File: config.mk
export PLATFORM = sky130hd
export DESIGN_NAME = pc_gen
export DESIGN_NICKNAME = d
export VERILOG_FILES = /design/src/rtl/pc_gen.sv
export SDC_FILE = /design/constraint.sdc
export NUM_CORES = 1
export LEC_CHECK = 0
export CAP_MARGIN = 20
export CORE_MARGIN = 2
export CORE_UTILIZATION = 32
export DETAILED_ROUTE_END_ITERATION = 10
export GPL_TIMING_DRIVEN = 0
export PLACE_DENSITY = 0.78
export RECOVER_POWER = 50
export SLEW_MARGIN = 20
export SYNTH_ARGS = -nofsm -noshare
export SYNTH_HDL_FRONTEND = slang
export SYNTH_SLANG_ARGS = --single-unit
export TNS_END_PERCENT = 5
File: constraint.sdc
create_clock -name clk -period 2.04 [get_ports clk]
set_input_delay 0.408 -clock clk [delete_from_list [all_inputs] [get_ports clk]]
set_output_delay 0.408 -clock clk [all_outputs]
set_load 0.05 [all_outputs]
File: src/rtl/pc_gen.sv
`default_nettype none
// ============================================================================
// Module   : pc_gen
// Brief    : IF-stage program-counter generator with a one-cycle boot bubble,
//            trap > redirect > stall > BTB > sequential priority, and an
//            optional direct-mapped BTB compiled in with `define PC_BTB_EN.
// Revision : 1.0 - initial release
// ============================================================================
module pc_gen #(
    parameter int                XLEN      = 32,
    parameter logic [XLEN-1:0]   RESET_VEC = '0,
    parameter int                STEP      = 4,
    parameter int                BTB_DEPTH = 8
) (
    input  logic                 clk,
    input  logic                 rst_n,
    input  logic                 stall_i,
    input  logic                 redirect_i,
    input  logic [XLEN-1:0]      redirect_pc_i,
    input  logic                 trap_i,
    input  logic [XLEN-1:0]      trap_vec_i,
    input  logic                 btb_upd_i,
    input  logic [XLEN-1:0]      btb_upd_pc_i,
    input  logic [XLEN-1:0]      btb_upd_tgt_i,
    output logic [XLEN-1:0]      pc_o,
    output logic                 pc_valid_o,
    output logic                 pred_taken_o
);

    localparam logic [XLEN-1:0] c_align_mask = {{(XLEN-2){1'b1}}, 2'b00};
    localparam logic [XLEN-1:0] c_step       = XLEN'(STEP);

    typedef enum logic [0:0] {
        ST_BOOT = 1'b0,
        ST_RUN  = 1'b1
    } state_t;

    state_t            r_state;
    state_t            w_state_nxt;
    logic [XLEN-1:0]   r_pc;
    logic [XLEN-1:0]   w_pc_nxt;
    logic              r_pc_valid;
    logic              w_pred;
    logic              w_btb_hit;
    logic [XLEN-1:0]   w_btb_tgt;

`ifdef PC_BTB_EN
    localparam int c_idx_w = $clog2(BTB_DEPTH);
    localparam int c_tag_w = XLEN - c_idx_w - 2;

    logic [BTB_DEPTH-1:0]  r_btb_vld;
    logic [c_tag_w-1:0]    r_btb_tag [BTB_DEPTH];
    logic [XLEN-1:0]       r_btb_tgt [BTB_DEPTH];

    logic [c_idx_w-1:0]    w_lk_idx;
    logic [c_tag_w-1:0]    w_lk_tag;
    logic [c_idx_w-1:0]    w_up_idx;
    logic [c_tag_w-1:0]    w_up_tag;
    logic                  w_unused_upd_lsb;

    assign w_lk_idx         = r_pc[c_idx_w+1:2];
    assign w_lk_tag         = r_pc[XLEN-1:c_idx_w+2];
    assign w_up_idx         = btb_upd_pc_i[c_idx_w+1:2];
    assign w_up_tag         = btb_upd_pc_i[XLEN-1:c_idx_w+2];
    assign w_unused_upd_lsb = ^btb_upd_pc_i[1:0];

    // Only the valid bits need reset; tag/target are qualified by them.
    always_ff @(posedge clk) begin
        if (!rst_n) begin
            r_btb_vld <= '0;
        end else if (btb_upd_i) begin
            r_btb_vld[w_up_idx] <= 1'b1;
        end
    end

    always_ff @(posedge clk) begin
        if (rst_n && btb_upd_i) begin
            r_btb_tag[w_up_idx] <= w_up_tag;
            r_btb_tgt[w_up_idx] <= btb_upd_tgt_i & c_align_mask;
        end
    end

    // Lookup reads pre-edge contents, so a same-cycle update is seen next cycle.
    assign w_btb_hit = r_btb_vld[w_lk_idx] && (r_btb_tag[w_lk_idx] == w_lk_tag);
    assign w_btb_tgt = r_btb_tgt[w_lk_idx];
`else
    logic w_unused_btb;

    assign w_unused_btb = ^{btb_upd_i, btb_upd_pc_i, btb_upd_tgt_i};
    assign w_btb_hit    = 1'b0;
    assign w_btb_tgt    = '0;
`endif

    always_comb begin
        w_state_nxt = ST_RUN;
        w_pc_nxt    = r_pc;
        w_pred      = 1'b0;
        case (r_state)
            ST_BOOT: begin
                // Stall is ignored here: the bubble always lasts one cycle.
                if (trap_i) begin
                    w_pc_nxt = trap_vec_i & c_align_mask;
                end else if (redirect_i) begin
                    w_pc_nxt = redirect_pc_i & c_align_mask;
                end
            end
            default: begin
                if (trap_i) begin
                    w_pc_nxt = trap_vec_i & c_align_mask;
                end else if (redirect_i) begin
                    w_pc_nxt = redirect_pc_i & c_align_mask;
                end else if (stall_i) begin
                    w_pc_nxt = r_pc;
                end else if (w_btb_hit) begin
                    w_pc_nxt = w_btb_tgt;
                    w_pred   = 1'b1;
                end else begin
                    w_pc_nxt = r_pc + c_step;
                end
            end
        endcase
    end

    always_ff @(posedge clk) begin
        if (!rst_n) begin
            r_state    <= ST_BOOT;
            r_pc       <= RESET_VEC;
            r_pc_valid <= 1'b0;
        end else begin
            r_state    <= w_state_nxt;
            r_pc       <= w_pc_nxt;
            r_pc_valid <= (w_state_nxt == ST_RUN);
        end
    end

    assign pc_o         = r_pc;
    assign pc_valid_o   = r_pc_valid;
    assign pred_taken_o = w_pred;

endmodule
`default_nettype wire

## Word level (Yosys, flattened, before mapping)

Cells that the tools add are included.

| operators by class | value |
|---|---|
| add/subtract/negate cells | 1 |
| eq/ne operators | 1 |
| muxes and demuxes | 7 |
| reduce and logical (&&, ||, !) cells | 2 |

Operator list:

| operator | count |
|---|---|
| 32-bit 2-to-1 mux | 6 |
| 32-bit by 3-bit adder with 32-bit output, second input constant | 1 |
| 3-bit by 1-bit != test with 1-bit output, second input constant | 1 |
| 3-bit nonzero test | 1 |
| 2-bit AND reduction | 1 |
| 1-bit 2-to-1 mux | 1 |

| word-level totals | value |
|---|---|
| bits in registers | 33 |
| bits of input ports | 134 |
| output and inout port bits | 34 |
| word-level logic and storage cells | 13 |

## Logic depth before layout (Yosys ltp)

Gate-level depths: netlist of run 1.

| logic depth | value |
|---|---|
| depth in word-level cells | 5 |
| depth in mapped cells | 7 |

## Worst setup path before layout of run 1

No wires, ideal clock.

| timing path | value |
|---|---|
| kind | register -> register |
| start point | register r_pc[5] (netlist: pc_o[5]) |
| end point | register r_pc[31] (netlist: pc_o[31]) |
| setup time | 74 ps |
| arrival time | 2473 ps |
| required time | 1966 ps |
| slack | -507 ps |
| stages on the path, launching flop included | 7 |
| clock period less this slack | 2547 ps |
| path through | dfxtp_1 nand4_2 or4_1 buf_2 or4_4 or3_1 a31oi_1 |

| on the way | value |
|---|---|
| longest elaborated chain between the ends | 5 |

RTL lines:

| item | RTL line | RTL |
|---|---|---|
| start: declaration | 40 | `logic [XLEN-1:0] r_pc;` |
| start signal: assignment | 131 | `r_pc <= w_pc_nxt;` |
| 32-bit by 3-bit adder with 32-bit output | 118 | `w_pc_nxt = r_pc + c_step;` |
| 32-bit 2-to-1 mux | 112 | `end else if (stall_i) begin` |
| 32-bit 2-to-1 mux | 110 | `end else if (redirect_i) begin` |
| 32-bit 2-to-1 mux | 108 | `if (trap_i) begin` |
| 32-bit 2-to-1 mux | 98 | `case (r_state)` |

No other way between the ends. The select of a mux whose other input is x is not followed.
A chain may end at the register's enable or synchronous reset.

## Final worst setup path of run 1

| timing path | value |
|---|---|
| start point | register r_pc[10] (netlist: pc_o[10]) |
| end point | register r_pc[31] (netlist: pc_o[31]) |

Same word-level chain as after synthesis.

==> out/metrics.cfg, run 1 <==
[clock_tree]
htree_levels=2
worstSkewPairLatency_ns=0.28
cts.sinks=31
cts_hold_buf=0
cts_buffer_depth=2
cts_root_buf=clkbuf_8
cts_buffers=5
clk_pin_slew_ns=0.07
cts_tree=yes

[route]
dr_total_vias=3067
drtIter0Drc=262
ant_nets=0
wl_per_cell_um=17.40
dr.pass1.iters=8
wl_mm=9.203
drc=0
via_per_inst=5.798

[placement]
dp_hpwl_mm=6.891
place_congestion=0.9568
dp_slack_ns=-0.6201
dp.cells=518
port_buffers=95
placed_area_mm2=0.003511

[setup_path]
path_class=flip-flop to flip-flop
endpoint_kind=flip-flop
worst_ep_arrival_time_ns=2.35
critical_path.most_common_cell=or4_4
cp-start-kind=flip-flop
path_cells=nand4_1 -> or4_4 -> buf_6 -> or4_4 -> or3_1 -> a31oi_1
critical_path.top_delay_family=simple AND/OR/NAND/NOR gates
critPathMaxFanout=7
critPathBufInv=1
cpPeakStageDelay_ns=0.55
crit_required_ns=2.24
crit_slowest_cell=or4_4
rrSetupSlack_ns=-0.10

[logic_synthesis]
syn_area_mm2=0.002336
ys_ff_latch=31
synth.area.top_cells=dfxtp_1, a21oi_1, o21ai_0
yosysWarningCount=0
synthCells=322
synth_edf_count=0
async_flop_share_pct=0
ys_types=53
synthFlopType=dfxtp_1
yosys.area.top_type=dfxtp_1
avgSynthCellArea_um2=7.255
synth_top_area_share_pct=26.57
yosysSeqAreaShare_pct=26.57

[sta]
relSlewSlack_pct=57.48
setup_viol=2
fin_crit_ns=2.144
fin_crit_sh_pct=105.1
fin_skew_ns=0.009503
fin_ws_ns=-0.1043
rsz0062_at_grt=true
maxSlewViolCount=0
fmax_mhz=466.3
final_hold_viol_count=0
worst_pin_slew_ns=0.6406
final.setup.tns_ns=-0.1560

[cells_and_area]
post-route-cell-area_mm2=0.003681
n_fill_cell=690
instances_no_fill=529
layout_commonest_cell=clkdlybuf4s50_1
antenna_cells=0
final_cell_mix=clkdlybuf4s50_1, a21oi_1, o21ai_0
num-nets-final=564
drive_gt1_share_pct=15.58
syn2layout_area_growth_pct=57.58

[floorplanning]
ios=168
core_area_mm2=0.007176
die_h_um=89.44
dieArea_mm2=0.008000
row_count=31
start_util_pct=32.55
die_w_um=89.44

[power_and_ir_drop]
peakVddDrop_mv=0.2274
leakagePower_nw=1.278
p_per_area_mw_per_mm2=526.9

[grt]
grt_pass1_vias=2992
grt_max_degree=11
gr-total-overflow=0
grt_pass1_wl_mm=14.32
antenna_found_initial=0
grt.total_usage_pct=23.14

[run_status]
status=complete, but fails checks
violations=negative setup slack

[run]
drv_cap=0

[min_path]
hp-class=flip-flop to flip-flop

## sequential cells by signal, indices dropped and copies added, names as in the netlist
name and cells:
pc_o 30, pc_valid_o 1
## repair_timing
action                                  in CTS  in global routing
setup buffers                                1                  3
gates cloned                                 0                  0
pin swaps                                    0                  0
resized for setup                           14                 20
endpoints found under the setup margin      28                 28
## Yosys cell counts (3+ instances only)
library cell / instances
nand4_1: 7
nor4_1: 3
dfxtp_1: 31
o221ai_1: 3
mux2i_1: 4
xor2_1: 3
o211ai_1: 14
nor3_1: 14
nand2b_1: 16
and4_1: 3
a21oi_1: 41
nand3_1: 17
nor2b_1: 9
o31ai_1: 5
clkbuf_1: 17
nand2_1: 24
nor3b_1: 3
buf_4: 3
a211oi_1: 7
a311oi_1: 4
o21ai_0: 26
xnor2_1: 6
inv_1: 5
nor2_1: 15
and3_1: 3
## final timing paths
check,startpoint,endpoint,cells after the start
worst max-delay path,pc_o[10],pc_o[31],6
worst min-delay path,pc_o[11],pc_o[11],1
worst max register to register,pc_o[10],pc_o[31],6
worst min register to register,pc_o[11],pc_o[11],1
## metrics by stage
step | power, mW | hold slack, ns | util (%)
5_1_grt | 2.028 | 0.4941 | 51.30
2_1_floorplan | 1.142 | 0.4357 | -
3_5_place_dp | 1.452 | 0.4742 | 48.93
4_1_cts | 1.935 | 0.4849 | 50.51
6_report | 1.939 | 0.4872 | 51.30
3_3_place_gp | 1.442 | 0.4653 | 48.93
## per-layer routing
| metal | up-vias | global-route usage, % | wire length, um |
|---|---|---|---|
| li1 | 1436 | - | - |
| met1 | 1423 | 29.83 | 3876 |
| met2 | 174 | 37.04 | 4260 |
| met3 | 34 | 4.524 | 750 |
| met4 | 0 | 10.99 | 315 |
| met5 | - | 0 | 0 |
## area by class of cell
cell class | count | area (um2) | area share (%)
multi-input cells | 264 | 1672 | 45.41
repair buffers | 99 | 973.4 | 26.44
flip-flops and latches | 31 | 690.7 | 18.76
well taps | 99 | 123.9 | 3.365
plain buffers | 22 | 118.9 | 3.229
clock buffers | 8 | 80.08 | 2.175
inverters | 6 | 22.52 | 0.6118
## power by group
part / total, mW / switching (mW) / internal, mW
logic: 0.719 / 0.414 / 0.305
registers: 0.741 / 0.0823 / 0.658
clock network: 0.479 / 0.237 / 0.243
## cell families (layout without fill, tap and decap cells)
group / count (synthesis) / after routing / share of synthesized area, %
AO/OA/AOI/OAI: 122 / 122 / 33.37
XOR/XNOR: 9 / 9 / 3.375
adder cells (fa/ha/maj): 1 / 1 / 0.5355
buffers and inverters: 29 / 135 / 5.195
flip-flops: 31 / 31 / 26.57
multiplexers: 4 / 4 / 1.714
other: 1 / 3 / 0.1605
AND/OR/NAND/NOR: 125 / 125 / 29.08
(Power assumes the default switching activity.)
==> run 2, diff against run 1 <==
- CELL_PAD_IN_SITES_DETAIL_PLACEMENT: not set -> 1
- CELL_PAD_IN_SITES_GLOBAL_PLACEMENT: not set -> 2
- CORE_UTILIZATION: 32 -> 15
- PLACE_DENSITY: 0.78 -> not set
- PLACE_DENSITY_LB_ADDON: not set -> 0.1
- TNS_END_PERCENT: 5 -> 100
==> out/metrics.cfg, run 2 (synthesis results as in run 1) <==
[grt]
grt_util_met3_pct=2.536  ; was 4.524%
antenna_found_initial=0  ; unchanged
use_met1_pct=22.72  ; was 29.83%
gr-total-overflow=0  ; unchanged
grt_max_degree=11  ; unchanged
grt_pass1_wl_mm=19.23  ; was 14.32 mm
grt.total_usage_pct=15.50  ; was 23.14%
grt_pass1_vias=3169  ; was 2992
grt.met2_usage_pct=24.21  ; was 37.04%
busiest_layer=met2  ; unchanged

[floorplanning]
ios=168  ; unchanged
die_h_um=128.8  ; was 89.44 um
core_area_mm2=0.01520  ; was 0.007176 mm2
dieArea_mm2=0.01659  ; was 0.008000 mm2
row_count=45  ; was 31
start_util_pct=15.37  ; was 32.55%
die_w_um=128.8  ; was 89.44 um

[placement]
dp_slack_ns=-0.9861  ; was -0.6201 ns
dp_hpwl_mm=9.497  ; was 6.891 mm
placed_area_mm2=0.003632  ; was 0.003511 mm2
port_buffers=95  ; unchanged
place_congestion=0.7686  ; was 0.9568

[route]
dr_total_vias=2968  ; was 3067
wl_per_cell_um=20.30  ; was 17.40 um
dr.pass1.iters=4  ; was 8
wl_mm=12.69  ; was 9.203 mm
drc=0  ; unchanged
drtIter0Drc=89  ; was 262
via_per_inst=4.749  ; was 5.798
ant_nets=0  ; unchanged

[min_path]
min_to=pc_o[17]  ; was pc_o[11]
whs_path_depth=1  ; unchanged
hp-class=flip-flop to flip-flop  ; unchanged
min-delay-start=pc_o[17]  ; was pc_o[11]

[setup_path]
worst-r2r-cell-count=5  ; was 6
cpPeakStageDelay_ns=0.58  ; was 0.55 ns
crit_slowest_cell=or4_4  ; unchanged
critPathMaxFanout=6  ; was 7
critical_path.most_common_cell=or4_4  ; unchanged
worstReg2RegEnd=pc_o[31]  ; unchanged
rrSetupSlack_ns=-0.04  ; was -0.10 ns
crit_required_ns=2.25  ; was 2.24 ns
path_class=flip-flop to flip-flop  ; unchanged
cp-start-kind=flip-flop  ; unchanged
endpoint_kind=flip-flop  ; unchanged
path_cells=nand2_2 -> or4_4 -> or4_4 -> or3_1 -> a31oi_1  ; was nand4_1 -> or4_4 -> buf_6 -> or4_4 -> or3_1 -> a31oi_1
r2r_start=pc_o[17]  ; was pc_o[10]
worst_ep_arrival_time_ns=2.29  ; was 2.35 ns

[cells_and_area]
final_cell_mix=clkdlybuf4s50_1, a21oi_1, o21ai_0  ; unchanged
syn2layout_area_growth_pct=68.18  ; was 57.58%
antenna_cells=0  ; unchanged
multiInputGateArea_mm2=0.001687  ; was 0.001672 mm2
drive_gt1_share_pct=18.31  ; was 15.58%
post-route-cell-area_mm2=0.003929  ; was 0.003681 mm2
largest_reg_flops=30  ; unchanged
n_fill_cell=1822  ; was 690
seq_area_um2=690.7  ; unchanged
num-nets-final=571  ; was 564
layout_commonest_cell=clkdlybuf4s50_1  ; unchanged

[clock_tree]
worstSkewPairLatency_ns=0.29  ; was 0.28 ns
clk_pin_slew_ns=0.05  ; was 0.07 ns
cts_buffers=5  ; unchanged
htree_levels=2  ; unchanged
cts_buffer_depth=2  ; unchanged
cts.sinks=31  ; unchanged
cts_tree=yes  ; unchanged
cts_root_buf=clkbuf_16  ; was clkbuf_8
cts_hold_buf=0  ; unchanged

[power_and_ir_drop]
p_per_area_mw_per_mm2=575.6  ; was 526.9 mW/mm2
power_frac_comb_pct=33.9  ; was 37.1%
p_int_mw=1.433  ; was 1.206 mW
p_sw_share_pct=36.63  ; was 37.82%
p_seq_share_pct=32.6  ; was 38.2%
clockPowerShare_pct=33.5  ; was 24.7%
switchingPower_mw=0.8282  ; was 0.7334 mW
peakVddDrop_mv=0.2795  ; was 0.2274 mV
leakagePower_nw=1.354  ; was 1.278 nW

[sta]
setup_viol=2  ; unchanged
relSlewSlack_pct=53.67  ; was 57.48%
worst_pin_slew_ns=0.6919  ; was 0.6406 ns
fin_ws_ns=-0.03725  ; was -0.1043 ns
maxSlewViolCount=0  ; unchanged
fin_crit_sh_pct=101.8  ; was 105.1%
fin_crit_ns=2.077  ; was 2.144 ns
final_hold_viol_count=0  ; unchanged
rsz0062_at_grt=true  ; unchanged
fin_hold_ws_ns=0.5004  ; was 0.4872 ns
fin_skew_ns=0.007621  ; was 0.009503 ns
fmax_mhz=481.4  ; was 466.3 MHz

[run]
drv_cap=0  ; unchanged

[run_status]
status=complete, but fails checks  ; unchanged
violations=negative setup slack  ; unchanged

-- run 2: changes by cell type in the layout (fill, tap and decap cells not counted), moves of 2 or more --
cell,before,now
a21oi_2,3,1
clkbuf_8,5,0
buf_4,7,17
clkbuf_2,9,7
clkbuf_1,10,7
a21oi_1,38,40
clkdlybuf4s50_1,78,76
clkbuf_4,1,3
clkbuf_16,0,5
-- run 2: layer usage --
layer | wire length (um) | vias to the layer above
met2 | 5684 | 68
met3 | 599 | 8
li1 | - | 1444
met5 | 0 | -
met4 | 82 | 0
met1 | 6319 | 1448
-- run 2: critical path: cells and delay by family, from the launching register on --
kind             cells  cell delay, ns
AO/OA/AOI/OAI        1            0.12
flip-flops           1            0.38
AND/OR/NAND/NOR      4            1.51
-- run 2: area by class of cell --
class	count	area share, %
repair buffers	107	26.34
inverters	6	0.6051
clock buffers	8	3.471
flip-flops and latches	31	17.58
multi-input cells	264	42.93
well taps	188	5.987
plain buffers	21	3.089
-- run 2: stage by stage --
stage	setup TNS (ns)	instances	util, %	power, mW
final	-0.07095	625	25.84	2.261
after global placement	-23.07	607	23.83	1.488
after floorplan	-0.1162	324	-	1.142
after CTS	-0.07976	624	25.60	2.297
after detailed placement	-22.04	607	23.89	1.494
after global routing	-0.5464	625	25.84	2.377
-- run 2: how the worst max path moves through the flow --
stage,cells past startpoint,to,from,slack [ns]
floorplan,6,pc_o[31],pc_o[9],-0.09
global placement,6,pc_o[17],trap_i,-1.03
detailed placement,6,pc_o[11],trap_i,-0.99
CTS,5,pc_o[31],pc_o[7],-0.04
global route,6,pc_o[12],redirect_i,-0.13
finish,5,pc_o[31],pc_o[17],-0.04
-- run 2: repair_timing --
item                                    CTS  global route
setup buffers                            11             1
pin swaps                                 2             4
endpoints found under the setup margin   31            31
resized for setup                        26            21
-- run 2: power groups by stage --
stage	Sequential, mW	Clock [mW]	Combinational [mW]
after global placement	0.764	0	0.724
after floorplan	0.914	0	0.228
after CTS	0.738	0.778	0.782
final	0.738	0.757	0.767
after detailed placement	0.765	0	0.728
after global routing	0.748	0.803	0.826
==> run 3, diff against run 2 <==
- CORE_UTILIZATION: 15 -> 17
- clock period: 2.04 -> 2.2 ns (I/O delays scaled with it)
==> out/metrics.cfg, run 3 (synthesis results as in run 1) <==
[power_and_ir_drop]
finalPower_mw=2.096  ; was 2.261 mW
peakVddDrop_mv=0.2195  ; was 0.2795 mV
p_per_area_mw_per_mm2=539.7  ; was 575.6 mW/mm2
leakagePower_nw=1.334  ; was 1.354 nW

[setup_path]
path_class=flip-flop to flip-flop  ; unchanged
worst-r2r-cell-count=5  ; unchanged
crit_required_ns=2.41  ; was 2.25 ns
path_cells=nand4_1 -> or4_4 -> or4_4 -> or3_4 -> a31oi_4  ; was nand2_2 -> or4_4 -> or4_4 -> or3_1 -> a31oi_1
crit_slowest_cell=or4_4  ; unchanged
cp-start-kind=flip-flop  ; unchanged
endpoint_kind=flip-flop  ; unchanged
critPathMaxFanout=8  ; was 6
critPathBufInv=0  ; unchanged
cp_num_cells=5  ; unchanged
critical_path.top_delay_family=simple AND/OR/NAND/NOR gates  ; unchanged
cpPeakStageDelay_ns=0.61  ; was 0.58 ns
worst_ep_arrival_time_ns=2.44  ; was 2.29 ns
critical_path.most_common_cell=or4_4  ; unchanged

[run_status]
status=complete, but fails checks  ; unchanged
violations=negative setup slack  ; unchanged

[sta]
setup_viol=1  ; was 2
fin_skew_ns=0.007032  ; was 0.007621 ns
final_hold_viol_count=0  ; unchanged
fin_crit_ns=2.233  ; was 2.077 ns
worst_pin_slew_ns=0.5738  ; was 0.6919 ns
relSlewSlack_pct=61.75  ; was 53.67%
fin_ws_ns=-0.03320  ; was -0.03725 ns
final.setup.tns_ns=-0.03320  ; was -0.07095 ns
fin_crit_sh_pct=101.5  ; was 101.8%
fmax_mhz=447.8  ; was 481.4 MHz
maxSlewViolCount=0  ; unchanged
rsz0062_at_grt=true  ; unchanged

[floorplanning]
core_area_mm2=0.01335  ; was 0.01520 mm2
dieArea_mm2=0.01469  ; was 0.01659 mm2
die_w_um=121.2  ; was 128.8 um
start_util_pct=17.50  ; was 15.37%
row_count=42  ; was 45
ios=168  ; unchanged
die_h_um=121.2  ; was 128.8 um

[clock_tree]
cts_buffer_depth=2  ; unchanged
cts_buffers=5  ; unchanged
cts_tree=yes  ; unchanged
cts_hold_buf=0  ; unchanged
clk_pin_slew_ns=0.06  ; was 0.05 ns
cts.sinks=31  ; unchanged
htree_levels=2  ; unchanged
worstSkewPairLatency_ns=0.28  ; was 0.29 ns
cts_root_buf=clkbuf_16  ; unchanged

[grt]
grt.total_usage_pct=15.99  ; was 15.50%
grt_max_degree=11  ; unchanged
antenna_found_initial=0  ; unchanged
grt_pass1_wl_mm=18.13  ; was 19.23 mm
grt_pass1_vias=3122  ; was 3169
gr-total-overflow=0  ; unchanged

[cells_and_area]
syn2layout_area_growth_pct=66.26  ; was 68.18%
largest_reg_flops=30  ; unchanged
drive_gt1_share_pct=15.90  ; was 18.31%
layout_commonest_cell=clkdlybuf4s50_1  ; unchanged
num-nets-final=568  ; was 571
instances_no_fill=610  ; was 625
final_cell_mix=clkdlybuf4s50_1, a21oi_1, o21ai_0  ; unchanged
antenna_cells=0  ; unchanged
final_util_pct=29.10  ; was 25.84%

[placement]
dp_hpwl_mm=9.027  ; was 9.497 mm
place_congestion=0.7871  ; was 0.7686
dp.cells=596  ; was 607
port_buffers=95  ; unchanged

[route]
drc=0  ; unchanged
ant_nets=0  ; unchanged
wl_mm=11.61  ; was 12.69 mm
highest_layer=met4  ; unchanged
wl_met1_mm=5.866  ; was 6.319 mm
wl_met3_um=449  ; was 599 um
dr_total_vias=2948  ; was 2968
dr.pass1.iters=4  ; unchanged
via_per_inst=4.833  ; was 4.749
drtIter0Drc=144  ; was 89
wl_met2_mm=5.158  ; was 5.684 mm
wl_per_cell_um=19.02  ; was 20.30 um

[run]
drv_cap=0  ; unchanged

[min_path]
hp-class=flip-flop to flip-flop  ; unchanged
whs_path_depth=1  ; unchanged

==> run 3: cell count changes in the layout (fill, tap and decap cells not counted), moves of 2 or more <==
cell	change
buf_4	-7
clkbuf_2	+2
dlygate4sd3_1	+2
nand3_1	+2
nand3_2	-2
==> run 3: final timing paths <==
kind	slack, ns	endpoint	startpoint
max	-0.03	pc_o[31]	pc_o[9]
min	0.49	pc_o[11]	pc_o[11]
max reg2reg	-0.03	pc_o[31]	pc_o[9]
min reg2reg	0.49	pc_o[11]	pc_o[11]
==> run 3: cell type report <==
cell class / instances / area, um2
Timing Repair Buffer: 103 / 1007
Multi-Input combinational cell: 264 / 1684
Tap cell: 176 / 220.2
Clock inverter: 1 / 3.754
Sequential cell: 31 / 686.9
Inverter: 6 / 23.77
Fill cell: 1613 / 9464
Clock buffer: 7 / 142.6
Buffer: 22 / 115.1
==> run 3: per-layer routing <==
layer	GRT usage, %	vias to the layer above
met1	23.50	1417
met4	3.736	0
met2	24.75	76
met5	0	-
li1	-	1448
met3	1.974	7
==> run 3: repair_timing <==
item                       CTS  global route
gates resized for setup     24            18
setup endpoints to repair   30            13
pin swaps                    2             4
cloned                       0             0
setup buffers                4             3
==> run 3: metrics by stage <==
stage               worst slack [ns]  cell area [um2]  hold WS, ns
finish                      -0.03320             3884       0.4877
CTS                        -0.005002             3816       0.4944
detailed placement           -0.7597             3587       0.4760
floorplan                   0.003733             2406       0.4677
global placement             -0.7940             3577       0.4879
global route                -0.07584             3884       0.5039
==> run 3: power breakdown <==
| group | switching (mW) | internal (mW) | leakage [nW] |
|---|---|---|---|
| registers | 0.0733 | 0.611 | 0.269 |
| logic | 0.402 | 0.289 | 0.994 |
| clock network | 0.273 | 0.448 | 0.0716 |
| total | 0.749 | 1.35 | 1.33 |
